==> config.mk <==
export PLATFORM = sky130hd
export DESIGN_NAME = audio_capture
export DESIGN_NICKNAME = d
export VERILOG_FILES = /design/src/rtl/audio_capture_pkg.sv /design/src/rtl/sat_shift.sv /design/src/rtl/audio_capture.sv
export SDC_FILE = /design/constraint.sdc
export NUM_CORES = 1
export LEC_CHECK = 0
export BUFFER_PORTS_ARGS = -buffer_cell sky130_fd_sc_hd__buf_2
export CAP_MARGIN = 20
export CORE_MARGIN = 4
export CORE_UTILIZATION = 45
export CTS_CLUSTER_DIAMETER = 50
export CTS_CLUSTER_SIZE = 40
export DETAILED_ROUTE_END_ITERATION = 7
export PLACE_DENSITY = 0.67
export SYNTH_ARGS = -nofsm -noshare
export SYNTH_HDL_FRONTEND = slang
export SYNTH_HIERARCHICAL = 1
export SYNTH_SLANG_ARGS = --single-unit
==> constraint.sdc <==
create_clock -name clk_100 -period 7.75 [get_ports clk_100]
set_input_delay 0.775 -clock clk_100 [delete_from_list [all_inputs] [get_ports clk_100]]
set_output_delay 0.775 -clock clk_100 [all_outputs]
set_load 0.005 [all_outputs]
==> src/rtl/audio_capture_pkg.sv <==
// Shared types and saturation limits for the audio capture engine and its
// shift/clamp helper.
package audio_capture_pkg;

    typedef enum logic [1:0] {
        IDLE    = 2'd0,
        ARM     = 2'd1,
        CAPTURE = 2'd2,
        DONE    = 2'd3
    } cap_state_t;

    // Largest and smallest two's-complement values representable in w bits.
    function automatic int OUT_MAX(input int unsigned w);
        return (1 << (w - 1)) - 1;
    endfunction

    function automatic int OUT_MIN(input int unsigned w);
        return -(1 << (w - 1));
    endfunction

endpackage

==> src/rtl/sat_shift.sv <==
// Combinational arithmetic right shift followed by a clamp to a narrower
// signed width.
module sat_shift
    import audio_capture_pkg::*;
#(
    parameter int unsigned SAMPLE_W = 16,
    parameter int unsigned OUT_W    = 10,
    parameter int unsigned SHIFT_W  = 3
) (
    input  logic signed [SAMPLE_W-1:0] sample,
    input  logic        [SHIFT_W-1:0]  shift,
    output logic signed [OUT_W-1:0]    sat_c
);

    localparam logic signed [SAMPLE_W-1:0] MAX_S = SAMPLE_W'(OUT_MAX(OUT_W));
    localparam logic signed [SAMPLE_W-1:0] MIN_S = SAMPLE_W'(OUT_MIN(OUT_W));

    logic signed [SAMPLE_W-1:0] shifted;

    assign shifted = sample >>> shift;

    always_comb begin
        if (shifted > MAX_S) begin
            sat_c = MAX_S[OUT_W-1:0];
        end else if (shifted < MIN_S) begin
            sat_c = MIN_S[OUT_W-1:0];
        end else begin
            sat_c = shifted[OUT_W-1:0];
        end
    end

endmodule

==> src/rtl/audio_capture.sv <==
// Capture engine: decimates, rescales and stores a block of PCM samples into
// the sample RAM, with optional threshold trigger and abort.
module audio_capture
    import audio_capture_pkg::*;
#(
    parameter int unsigned SAMPLE_W = 16,
    parameter int unsigned OUT_W    = 10,
    parameter int unsigned DEPTH    = 1024,
    parameter int unsigned ADDR_W   = $clog2(DEPTH),
    parameter int unsigned DECIM_W  = 8,
    parameter int unsigned SHIFT_W  = 3
) (
    input  logic                       clk_100,
    input  logic                       rst,
    input  logic                       sample_valid,
    input  logic signed [SAMPLE_W-1:0] sample_in,
    input  logic                       req,
    input  logic                       abort,
    input  logic                       trig_en,
    input  logic        [SAMPLE_W-2:0] trig_thresh,
    input  logic        [DECIM_W-1:0]  decim,
    input  logic        [SHIFT_W-1:0]  shift,
    output logic                       write_enable,
    output logic        [ADDR_W-1:0]   addr,
    output logic        [OUT_W-1:0]    data_out,
    output logic                       busy,
    output logic                       done,
    output logic        [ADDR_W:0]     count
);

    localparam int unsigned CNT_W = ADDR_W + 1;
    localparam logic [CNT_W-1:0] LAST_CNT = CNT_W'(DEPTH - 1);

    cap_state_t state_q, state_d;

    logic [DECIM_W-1:0]  decim_q;
    logic [SHIFT_W-1:0]  shift_q;
    logic [SAMPLE_W-2:0] thresh_q;
    logic [DECIM_W-1:0]  dcnt_q;

    logic                       accept_c;
    logic                       store_c;
    logic [DECIM_W-1:0]         dcnt_inc_c;
    logic [SAMPLE_W-1:0]        raw_u;
    logic [SAMPLE_W-1:0]        neg_c;
    logic [SAMPLE_W-2:0]        mag_c;
    logic signed [OUT_W-1:0]    sat_c;

    sat_shift #(
        .SAMPLE_W(SAMPLE_W),
        .OUT_W   (OUT_W),
        .SHIFT_W (SHIFT_W)
    ) u_sat_shift (
        .sample(sample_in),
        .shift (shift_q),
        .sat_c (sat_c)
    );

    // Magnitude for the trigger; only the most-negative input has a negation
    // whose MSB is still set, and it saturates to all ones.
    assign raw_u = sample_in;
    assign neg_c = ~raw_u + SAMPLE_W'(1);

    always_comb begin
        if (!raw_u[SAMPLE_W-1]) begin
            mag_c = raw_u[SAMPLE_W-2:0];
        end else if (neg_c[SAMPLE_W-1]) begin
            mag_c = '1;
        end else begin
            mag_c = neg_c[SAMPLE_W-2:0];
        end
    end

    assign dcnt_inc_c = (dcnt_q == decim_q) ? '0 : dcnt_q + DECIM_W'(1);

    always_ff @(posedge clk_100) begin
        if (rst) begin
            state_q <= IDLE;
        end else begin
            state_q <= state_d;
        end
    end

    // Next state plus store/accept decisions; abort blocks any store.
    always_comb begin
        state_d  = state_q;
        accept_c = 1'b0;
        store_c  = 1'b0;
        case (state_q)
            IDLE: begin
                if (req && !abort) begin
                    accept_c = 1'b1;
                    state_d  = trig_en ? ARM : CAPTURE;
                end
            end
            ARM: begin
                if (abort) begin
                    state_d = IDLE;
                end else if (sample_valid && (mag_c >= thresh_q)) begin
                    store_c = 1'b1;
                    state_d = CAPTURE;
                end
            end
            CAPTURE: begin
                if (abort) begin
                    state_d = IDLE;
                end else if (sample_valid && (dcnt_q == '0)) begin
                    store_c = 1'b1;
                    if (count == LAST_CNT) begin
                        state_d = DONE;
                    end
                end
            end
            DONE: begin
                state_d = IDLE;
            end
            default: begin
                state_d = IDLE;
            end
        endcase
    end

    always_ff @(posedge clk_100) begin
        if (rst) begin
            write_enable <= 1'b0;
            addr         <= '0;
            data_out     <= '0;
            busy         <= 1'b0;
            done         <= 1'b0;
            count        <= '0;
            decim_q      <= '0;
            shift_q      <= '0;
            thresh_q     <= '0;
            dcnt_q       <= '0;
        end else begin
            write_enable <= store_c;
            busy         <= (state_d != IDLE);
            done         <= (state_q == DONE);
            if (accept_c) begin
                decim_q  <= decim;
                shift_q  <= shift;
                thresh_q <= trig_thresh;
                dcnt_q   <= '0;
                count    <= '0;
            end
            if (store_c) begin
                addr     <= count[ADDR_W-1:0];
                data_out <= sat_c;
                count    <= count + CNT_W'(1);
            end
            // A trigger store counts as strobe zero of the decimation cycle.
            if (store_c || (state_q == CAPTURE && sample_valid && !abort)) begin
                dcnt_q <= dcnt_inc_c;
            end
        end
    end

endmodule

==> summary.txt <==
Critical path
  – Worst path required time: 8.02 ns
  – Crit path top cell by count: a21oi_1
  – Slowest stage cell on the critical path: o21a_1
  – Buffers & Inverters on Critical Path: 1
  – Critical R2R Launch: thresh_q[6]$_SDFFE_PP0P_
  – CP Max Fanout: 25
  – Max incr delay on CP: 0.84 ns
  – Data arrival, critical path: 5.07 ns
  – CP Class: in -> reg
  – CP top delay family: compound AO/OA/AOI/OAI gates
  – CP Cell Sequence: buf_2 > nor4_1 > nand4_1 > nor3_1 > nand3_1 > nand2_1 > ha_1 > a21oi_1 > o21ai_0 > a21oi_1 > o21a_1 > o211ai_1 > o221ai_1
  – Worst setup EP type: register
  – Critical path startpoint: sample_in[7]
  – Startpoint types: input port

Finish
  – Fraction of layout cells with a size suffix above 1: 0.180
  – Finished Layout Cells: 794
  – Leading cell types in the layout, fill and taps excluded: 93 x nand2_1, 81 x buf_2, 70 x dfxtp_1, 66 x a21oi_1, 36 x o21ai_1
  – Antenna Cells: 0
  – Final net count: 728
  – Layout Utilization: 0.529
  – Area of the multi-input gates: 2880 µm²
  – Syn-to-layout area delta: 13.8%
  – Most common cell after layout, fill and taps aside: nand2_1
  – Seq. cell area: 1400 µm²
  – # fillers: 971

Drt
  – Remaining antenna violation count: 0
  – DRC: 0
  – DR vias/cell: 5.63
  – Average wire per standard cell: 15.1 µm
  – Vias: 4,467
  – DRT iter0 DRCs: 299
  – DRT Pass-1 Iters: 4
  – Routed WL: 12,000 µm

Synth
  – Synth Instances: 597
  – Yosys warnings: 6
  – Count of flip-flops with a built-in enable after synthesis: 0
  – Mean Syn Cell Area: 7.68 µm²
  – Ys flop type: dfxtp_1
  – #FFs+latches synth: 70
  – Synth top area share: 0.306
  – Syn Nets: 669
  – Netlist cell types: 54
  – Largest area contributor in the netlist: dfxtp_1
  – Top post-synthesis cells by area: dfxtp_1 31%, nand2_1 7.6%, a21oi_1 7.2%, ha_1 6.6%, mux2i_1 4.4%
  – Register area share after synthesis: 0.306
  – Mapped cell area: 4580 µm²
  – FFs w/ async S/R, synth: 0

Global route
  – Number of global-route vias before repair: 4,225
  – Congestion Overflow GR: 0
  – Gr usage total: 0.208
  – Largest net degree at the start of global routing: 73
  – Antenna violations before repair: 0
  – First-pass GRT wire length: 19,700 µm

Die
  – CORE AREA: 9860 µm²
  – Total I/O pin count: 82
  – FP Rows: 36
  – DIE AREA: 11,900 µm²
  – Die Wd: 109 µm
  – Initial core utilization: 0.465
  – Die Span Y: 109 µm

STA
  – Number of max-slew violations in the final report: 0
  – # setup viols final: 0
  – RSZ-0062 raised after global routing: no
  – Worst clock skew: 0.0141 ns
  – Final period utilization: 0.619
  – Worst rel slew slack: 0.338
  – Final min period: 4.80 ns
  – Endpoints failing hold: 0
  – Fmax: 209 MHz
  – Setup TNS: 0 ns
  – Worst-Margin Slew: 0.990 ns
  – Hold Worst Slack: 0.460 ns

Outcome
  – Status: completed

Clock tree
  – Resized Gates After CTS: 0
  – Clock sinks: 70
  – Setup Buffers After CTS: 0
  – CTS clock-pin slew for the worst setup and hold paths: 0.08 ns
  – TritonCTS clock tree: done
  – Cts hold-fix bufs: 0
  – Max clock buf depth: 2
  – Root buf cell: clkbuf_8
  – Clock buffer count from CTS: 9
  – H-Tree Depth: 3
  – Clk_lat worst skew: 0.36 ns

Power
  – Leak pwr: 2.09 nW
  – Power density over cell area: 156 nW/µm²
  – Peak supply drop: 0.0000716 V
  – Pwr Total: 0.814 mW

Place
  – Buffers added on ports: 81
  – Final GP Congestion: 0.849
  – DP HPWL: 8500 µm
  – Placed Cells: 777

Run
  – Max_cap viols: 0

Min path
  – Hold_sp: thresh_q[11]$_SDFFE_PP0P_
  – HP Class: reg -> reg
[final timing paths]
check | end | depth (start not counted) | slack (ns)
worst max-delay path | dcnt_q[4]$_SDFFE_PP0P_ | 13 | 2.95
worst min-delay path | thresh_q[11]$_SDFFE_PP0P_ | 2 | 0.46
worst max register to register | dcnt_q[4]$_SDFFE_PP0P_ | 8 | 4.77
worst min register to register | thresh_q[11]$_SDFFE_PP0P_ | 2 | 0.46
[state kept, by name (all words and copies together) (netlist names)]
register and count:
thresh_q 15, count 11, addr 10, data_out 10
dcnt_q 8, decim_q 8, shift_q 3, state_q 2
busy 1, done 1, write_enable 1
[where the power goes]
part / switching (mW) / internal, mW
clock network: 0.153 / 0.149
logic: 0.0856 / 0.0532
registers: 0.00644 / 0.367
total: 0.245 / 0.569
[Yosys cell counts (all sizes together) (5+ instances only)]
cell type and n:
a21oi 66, a31oi 5, buf 10, clkbuf 28, dfxtp 70, ha 24
inv 32, mux2i 20, nand2 93, nand2b 11, nand3 19, nor2 24
nor2b 13, nor3 16, nor4 5, o211ai 23, o21ai 54, o221ai 5
o22ai 14, xor2 18
[logic make-up (layout without fill, tap and decap cells)]
group,Yosys count,after routing,share of synthesized area
DFF,70,70,0.306
buffers and inverters,70,134,0.0658
and+or+nand+nor,196,196,0.201
AOI/OAI and AO/OA,191,191,0.256
xor gates and xnor gates,21,21,0.0401
adders and majority gates,24,24,0.0655
muxes,25,25,0.0658
[stage by stage]
stage	cell area, µm²	setup slack, ns
floorplan	4580	3.99
global placement	5010	2.83
detailed placement	5010	2.58
CTS	5200	2.96
global route	5220	2.46
finish	5220	2.95
[worst register-to-register path: stages (launching register included)]
cell and delay, ns:
dfxtp_1 0.34, inv_1 0.05, ha_1 0.30, a21oi_1 0.16, o21ai_0 0.11, a21oi_1 0.41
o21a_1 0.84, o211ai_1 0.40, o221ai_1 0.30
[final cells by class]
cell class / count / share of cell area
Multi-Input combinational cell: 457 / 0.553
Sequential cell: 70 / 0.269
Timing Repair Buffer: 86 / 0.0863
Tap cell: 133 / 0.0319
Clock buffer: 9 / 0.0237
Inverter: 32 / 0.0230
Clock inverter: 7 / 0.0139
[layer usage]
metal | wire length (µm) | GRT usage | part of all wire | vias to the layer above
li1 | - | - | - | 2254
met1 | 5540 | 0.269 | 0.46 | 2091
met2 | 5730 | 0.346 | 0.48 | 106
met3 | 494 | 0.0420 | 0.041 | 16
met4 | 206 | 0.0685 | 0.017 | 0
met5 | 0 | 0 | 0 | -
Power figures use the tool's default switching activity.
